### src/rtl/fuji_timing_generator.sv
// 14.31818 MHz tick generator with derived phi0/Q3/7M strobes and a per-line CPU cycle counter.
// Optional FUJI_TIMING_STRETCH_EN makes the last cycle of each line two ticks longer.
module fuji_timing_generator #(
    parameter int ACC_WIDTH       = 32,
    parameter logic [ACC_WIDTH-1:0] PHASE_INC = ACC_WIDTH'(614961048),
    parameter int CYCLES_PER_LINE = 65
) (
    input  logic       clk_core,
    input  logic       reset,
    input  logic [1:0] speed,
    output logic       ce_14m,
    output logic       ce_7m,
    output logic       ce_phi0_rise,
    output logic       ce_phi1_rise,
    output logic       phi0,
    output logic       q3,
    output logic [6:0] hcount
);

    localparam logic [6:0] LAST_H = 7'(CYCLES_PER_LINE - 1);

    logic [ACC_WIDTH-1:0] acc_reg;
    logic [ACC_WIDTH-1:0] acc_next;
    logic [ACC_WIDTH-1:0] step;
    logic [ACC_WIDTH:0]   sum;
    logic                 tick_event;

    logic [3:0] tick_reg, tick_next;
    logic [3:0] last_tick;
    logic [3:0] half_offset;
    logic [6:0] hcount_reg, hcount_next;
    logic       phi0_reg, phi0_next;
    logic       q3_reg, q3_next;
    logic       ce_14m_reg, ce_7m_reg, ce_phi0_rise_reg, ce_phi1_rise_reg;
    logic       wrap;

    always_comb begin
        step = PHASE_INC;
        case (speed)
            2'b01:   step = PHASE_INC << 1;
            2'b10:   step = '0;
            default: step = PHASE_INC;
        endcase
        sum        = {1'b0, acc_reg} + {1'b0, step};
        acc_next   = sum[ACC_WIDTH-1:0];
        tick_event = sum[ACC_WIDTH];
    end

`ifdef FUJI_TIMING_STRETCH_EN
    assign last_tick = (hcount_reg == LAST_H) ? 4'd15 : 4'd13;
`else
    assign last_tick = 4'd13;
`endif

    always_comb begin
        wrap        = tick_event && (tick_reg == last_tick);
        tick_next   = tick_reg;
        hcount_next = hcount_reg;
        if (tick_event) begin
            tick_next = wrap ? 4'd0 : tick_reg + 4'd1;
        end
        if (wrap) begin
            hcount_next = (hcount_reg == LAST_H) ? 7'd0 : hcount_reg + 7'd1;
        end
        // Q3 repeats its 4-high/3-low shape in both phi0 halves; stretch ticks stay low.
        half_offset = (tick_next < 4'd7) ? tick_next : tick_next - 4'd7;
        phi0_next   = (tick_next < 4'd7);
        q3_next     = (half_offset < 4'd4);
    end

    always_ff @(posedge clk_core) begin
        if (reset) begin
            acc_reg          <= '0;
            tick_reg         <= 4'd0;
            hcount_reg       <= 7'd0;
            phi0_reg         <= 1'b1;
            q3_reg           <= 1'b1;
            ce_14m_reg       <= 1'b0;
            ce_7m_reg        <= 1'b0;
            ce_phi0_rise_reg <= 1'b0;
            ce_phi1_rise_reg <= 1'b0;
        end else begin
            acc_reg          <= acc_next;
            tick_reg         <= tick_next;
            hcount_reg       <= hcount_next;
            phi0_reg         <= phi0_next;
            q3_reg           <= q3_next;
            ce_14m_reg       <= tick_event;
            ce_7m_reg        <= tick_event && !tick_next[0];
            ce_phi0_rise_reg <= wrap;
            ce_phi1_rise_reg <= tick_event && (tick_next == 4'd7);
        end
    end

    assign ce_14m       = ce_14m_reg;
    assign ce_7m        = ce_7m_reg;
    assign ce_phi0_rise = ce_phi0_rise_reg;
    assign ce_phi1_rise = ce_phi1_rise_reg;
    assign phi0         = phi0_reg;
    assign q3           = q3_reg;
    assign hcount       = hcount_reg;

endmodule

### config.mk
export PLATFORM = sky130hd
export DESIGN_NAME = fuji_timing_generator
export DESIGN_NICKNAME = d
export VERILOG_FILES = /design/src/rtl/fuji_timing_generator.sv
export SDC_FILE = /design/constraint.sdc
export NUM_CORES = 1
export LEC_CHECK = 0
export CAP_MARGIN = 40
export CORE_ASPECT_RATIO = 2
export CORE_MARGIN = 2
export CORE_UTILIZATION = 40
export DETAILED_ROUTE_END_ITERATION = 7
export PLACE_DENSITY = 0.63
export SYNTH_ARGS = -nofsm -noshare
export SYNTH_HDL_FRONTEND = slang
export SYNTH_SLANG_ARGS = --single-unit
### constraint.sdc
create_clock -name clk_core -period 4.2 [get_ports clk_core]
set_input_delay 0.84 -clock clk_core [delete_from_list [all_inputs] [get_ports clk_core]]
set_output_delay 0.84 -clock clk_core [all_outputs]
set_load 0.005 [all_outputs]
After elaboration in Yosys (flattened, before gate mapping)

Index checks and enable logic that the tools add are counted.

Register bits after elaboration: 49
Logic and storage cells: 29

Add/sub/neg operators: 4
Order comparisons: 2
Equal/unequal tests: 5
Mux-type cells: 5
Reduce and logical (&&, ||, !) cells: 4

Operators with widths:

| cell                  | count |
|---|---|
| $pmux W31 S2          | 1 |
| $add A32 B32 Y33      | 1 |
| $mux W4               | 3 |
| $lt A4 B3 Y1 const B  | 2 |
| $add A7 B1 Y7 const B | 1 |
| $eq A7 B7 Y1 const B  | 1 |
| $mux W7               | 1 |
| $add A4 B1 Y4 const B | 1 |
| $eq A4 B3 Y1 const B  | 1 |
| $eq A4 B4 Y1 const B  | 1 |
| $sub A4 B3 Y4 const B | 1 |
| $logic_and A1 B1 Y1   | 3 |
| $eq A2 B1 Y1 const B  | 1 |
| $eq A2 B2 Y1 const B  | 1 |
| $logic_not A1 Y1      | 1 |

Longest topological paths before layout

Depth in word-level cells: 9
Gate-level depth with buffers: 13
Gate-level depth less buffers: 13

Worst setup path after synthesis

OpenSTA, ideal clock, no wires.

Path type: input-to-reg
Start point: input port speed[0]
End point: register acc_reg[31]
Setup time: 121 ps
Data arrival time: 3535 ps
Data required time: 4079 ps
Setup slack: 544 ps
Stages on the path: 13
Buffers on the path: 0
Path through: inv_1 ha_1 ha_1 inv_1 fa_1 o21ba_2 o221ai_1 o311ai_0 a31oi_1 o211ai_1 a31oi_1 o21ai_0 mux2_2

Cells in the longest elaborated chain, start to end: 3

Ends and longest elaborated chain:

| item                                         | line | RTL |
|---|---|---|
| from (decl)                                  | 10   | `input logic [1:0] speed,` |
| $eq A2 B2 Y1 or $eq A2 B1 Y1 (tied branches) | 39   | `case (speed)` |
| $pmux W31 S2 *                               | 39   |  |
| $add A32 B32 Y33 *                           | 44   | `sum = {1'b0, acc_reg} + {1'b0, step};` |
| to (signal assigned)                         | 83   | `acc_reg <= acc_next;` |
| to (decl)                                    | 22   | `logic [ACC_WIDTH-1:0] acc_reg;` |

Every way passes the cells marked *; elsewhere a longest branch is shown, timed or not.
A chain may end at the register's enable or synchronous reset.

Final worst setup path

Ends and elaborated chain as after synthesis.

==> summary.md <==
| Metric | Value |
|---|---|
| PD cells | 466.9 nW/µm² |
| Async SR Flop Fraction | 0 |
| Fillers | 739 |
| Highest clock rate | 0.2505 GHz |
| Hold Startpoint | hcount[6] |
| Area of the mapped netlist | 2984 µm² |
| GRT overflow | 0 |
| Maximum fanout along the worst path | 4 |
| H-tree levels | 2 |
| Slew @ Worst Pin | 0.5069 ns |
| R2r startpoint | acc_reg[3] |
| EDFF count, synth | 0 |
| Ports | 17 |
| RSZ-0062 raised after global routing | no |
| Reg-to-reg slack, setup | 1.34 ns |
| Initial Util | 0.4106 |
| Antenna Cells | 0 |
| Final cell count without fillers | 493 |
| Max-slew headroom | 0.6621 |
| Post-CTS Setup Bufs | 0 |
| Cells after Synth | 357 |
| Chip Width | 65.08 µm |
| Resized Gates After CTS | 0 |
| Critical Path Max Stage Delay | 0.47 ns |
| Post-route antenna net violation count | 0 |
| Cts hold-fix bufs | 0 |
| Root Driver | clkbuf_16 |
| Setup Viol. Count Final | 0 |
| Crit path kind | in2reg |
| Drt total wl | 7.304 mm |
| Drt first-iter violations | 130 |
| Final Hold Vio Count | 0 |
| Outcome | finished, final reports clean |
| Synth area leaders | dfxtp_1 (31%), ha_1 (9.6%), xor2_1 (4.7%) |
| Min cycle time layout | 3.991 ns |
| Worst Path Arrival | 4.17 ns |
| Synth top area share | 0.3086 |
| DRT Pass-1 Iters | 4 |
| Worst-path clk slew | 0.06 ns |
| CP delay by family, top | compound AO/OA/AOI/OAI gates |
| P&R area growth vs syn | 20.67% |
| Post-synthesis sequential area ratio | 0.3086 |
| Clk Latency, worst-skew pair | 0.29 ns |
| Worst-case reg-to-reg path depth | 11 |
| Row count | 44 |
| Core area | 7267 µm² |
| Post-route DRC | 0 |
| Maximum clock path buffer count | 2 |
| Yosys warns | 0 |
| Routed WL per cell | 14.82 µm |
| Layout net count | 428 |
| Cell taking the most area after synthesis | dfxtp_1 |
| Worst Hold End | hcount[6] |
| Hold depth | 2 |
| Crit path capture type | flip-flop |
| Lkg Pwr | 0.001411 µW |
| Chip height | 126.2 µm |
| Synthesized area per cell | 8.359 µm² |
| DR vias/cell | 5.542 |
| Reg-to-reg endpoint | acc_reg[31] |
| Num CTS Buffers | 5 |
| CTS sink count | 46 |
| Syn nets | 385 |
| Dpl cells | 485 |
| Setup Skew | 0.005285 ns |
| Full die area | 8209 µm² |
| Setup total negative slack | 0 ns |
| Share of cells above drive strength 1 | 0.1421 |
| Maximum VDD drop | 0.2192 mV |
| DR vias | 2732 |
| Port buffer count | 16 |
| Largest register FFs | 29 |
| Antenna violations before repair | 0 |
| Required time worst endpoint | 4.38 ns |
| Synth Flop Type | dfxtp_1 |
| CTS tree | yes |
| Netlist cell types | 61 |
| Global-route wire length before repair | 12.08 mm |
| Gr usage total | 0.1910 |
| Hold Crit Class | reg2reg |
| Slew Limit Fails | 0 |
| Largest net degree at the start of global routing | 17 |
| Placer Congestion | 0.8838 |
| Seq cells post-synth | 46 |
| Critical Path Source Type | input port |
| Vias in the first global route | 2652 |
| Buf/Inv on CP | 3 |
| Crit-path cells | clkdlybuf4s50_1, inv_1, ha_1, ha_1, inv_1, fa_1, o21ba_2, o221ai_1, o311ai_0, a31oi_1, o211ai_1, a31oi_1, o21ai_0, mux2_2 |
| Slowest-stage cell, CP | clkdlybuf4s50_1 |
| Period utilisation layout | 0.9503 |
| Maximum capacitance violations | 0 |
| DP Wirelength | 5.723 mm |
==> Yosys cell counts (3+ instances only) <==
cell	instances
a21o_1	5
a21oi_1	23
a31oi_1	9
and2_1	4
and3_1	3
clkbuf_1	8
dfxtp_1	46
ha_1	23
inv_1	13
mux2_2	4
mux2i_1	6
nand2_1	29
nand3_1	11
nand4_1	5
nor2_1	35
nor2b_1	14
nor3_1	8
nor3b_1	4
o2111ai_1	3
o211ai_1	3
o21ai_0	21
or3_1	3
xnor2_1	10
xor2_1	16
==> cells by family after synthesis <==
kind of cell    Yosys count  share of synthesized area
xor+xnor                 28                    0.08721
simple gates            126                     0.2101
fa+ha+maj                24                     0.1031
buf+inv                  27                    0.03941
mux                      10                    0.03522
flops                    46                     0.3086
compound gates           96                     0.2163
==> worst reg2reg max path: stages, from the launching register on <==
cell	delay [ns]
dfxtp_1	0.32
ha_1	0.17
inv_1	0.06
fa_1	0.38
o21ba_2	0.21
o221ai_1	0.29
o311ai_0	0.20
a31oi_1	0.29
o211ai_1	0.17
a31oi_1	0.25
o21ai_0	0.13
mux2_2	0.28
==> layout by cell type, fill, tap and decap left out, types with 5 or more instances in the layout <==
master | synthesis | routed
nor2b_1 | 14 | 14
nand2_1 | 29 | 29
xnor2_1 | 10 | 10
nor3_1 | 8 | 8
nor2_1 | 35 | 35
o21ai_0 | 21 | 21
ha_1 | 23 | 23
buf_4 | 2 | 33
mux2i_1 | 6 | 6
a21o_1 | 5 | 5
inv_1 | 13 | 13
nand3_1 | 11 | 11
a31oi_1 | 9 | 9
clkbuf_16 | 0 | 5
nand4_1 | 5 | 5
xor2_1 | 16 | 16
clkdlybuf4s50_1 | 0 | 16
a21oi_1 | 23 | 23
dfxtp_1 | 46 | 46
==> metrics by stage <==
step | power, µW | setup WS [ns] | hold slack (ns) | utilization | instance area, µm²
floorplan | 1098 | 0.5441 | 0.4744 | - | 2984
global placement | 1266 | -0.007236 | 0.4819 | 0.4731 | 3438
detailed placement | 1279 | -0.09267 | 0.5054 | 0.4752 | 3453
CTS | 1694 | 0.1824 | 0.5187 | 0.4955 | 3601
global route | 1807 | 0.003433 | 0.5586 | 0.4955 | 3601
finish | 1681 | 0.2086 | 0.5173 | 0.4955 | 3601
==> where the power goes <==
group | switching (µW) | total (µW) | internal, µW
Combinational | 370 | 676 | 306
Sequential | 72.0 | 596 | 524
Clock | 173 | 409 | 236
Total | 614 | 1680 | 1070
==> metal layers <==
| metal | share of wire | wire (µm) | vias up | GRT usage |
|---|---|---|---|---|
| met4 | 0.063 | 461 | 0 | 0.1348 |
| met5 | 0 | 0 | - | 0 |
| li1 | - | - | 1362 | - |
| met3 | 0.025 | 180 | 29 | 0.03125 |
| met1 | 0.36 | 2656 | 1295 | 0.1790 |
| met2 | 0.55 | 4006 | 46 | 0.3578 |
==> layout make-up <==
class	count	area, µm²	share of cell area
flip-flops and latches	46	920.9	0.2557
inverters	13	48.80	0.01355
clock buffers	7	142.6	0.03961
multi-input cells	284	1946	0.5403
clock inverters	1	5.005	0.001390
well taps	92	115.1	0.03197
repair buffers	50	422.9	0.1174
==> worst max-delay path by stage <==
stage                     cells past startpoint           to  slack (ns)     start
after floorplan                              13  acc_reg[31]        0.54  speed[0]
after detailed placement                     14  acc_reg[31]       -0.09  speed[0]
after global placement                       14  acc_reg[31]      -0.007  speed[0]
after CTS                                    14  acc_reg[31]        0.18  speed[0]
final                                        14  acc_reg[31]        0.21  speed[0]
after global routing                         15  acc_reg[29]       0.003  speed[0]
No activity file was read; power rests on OpenSTA's default activity.
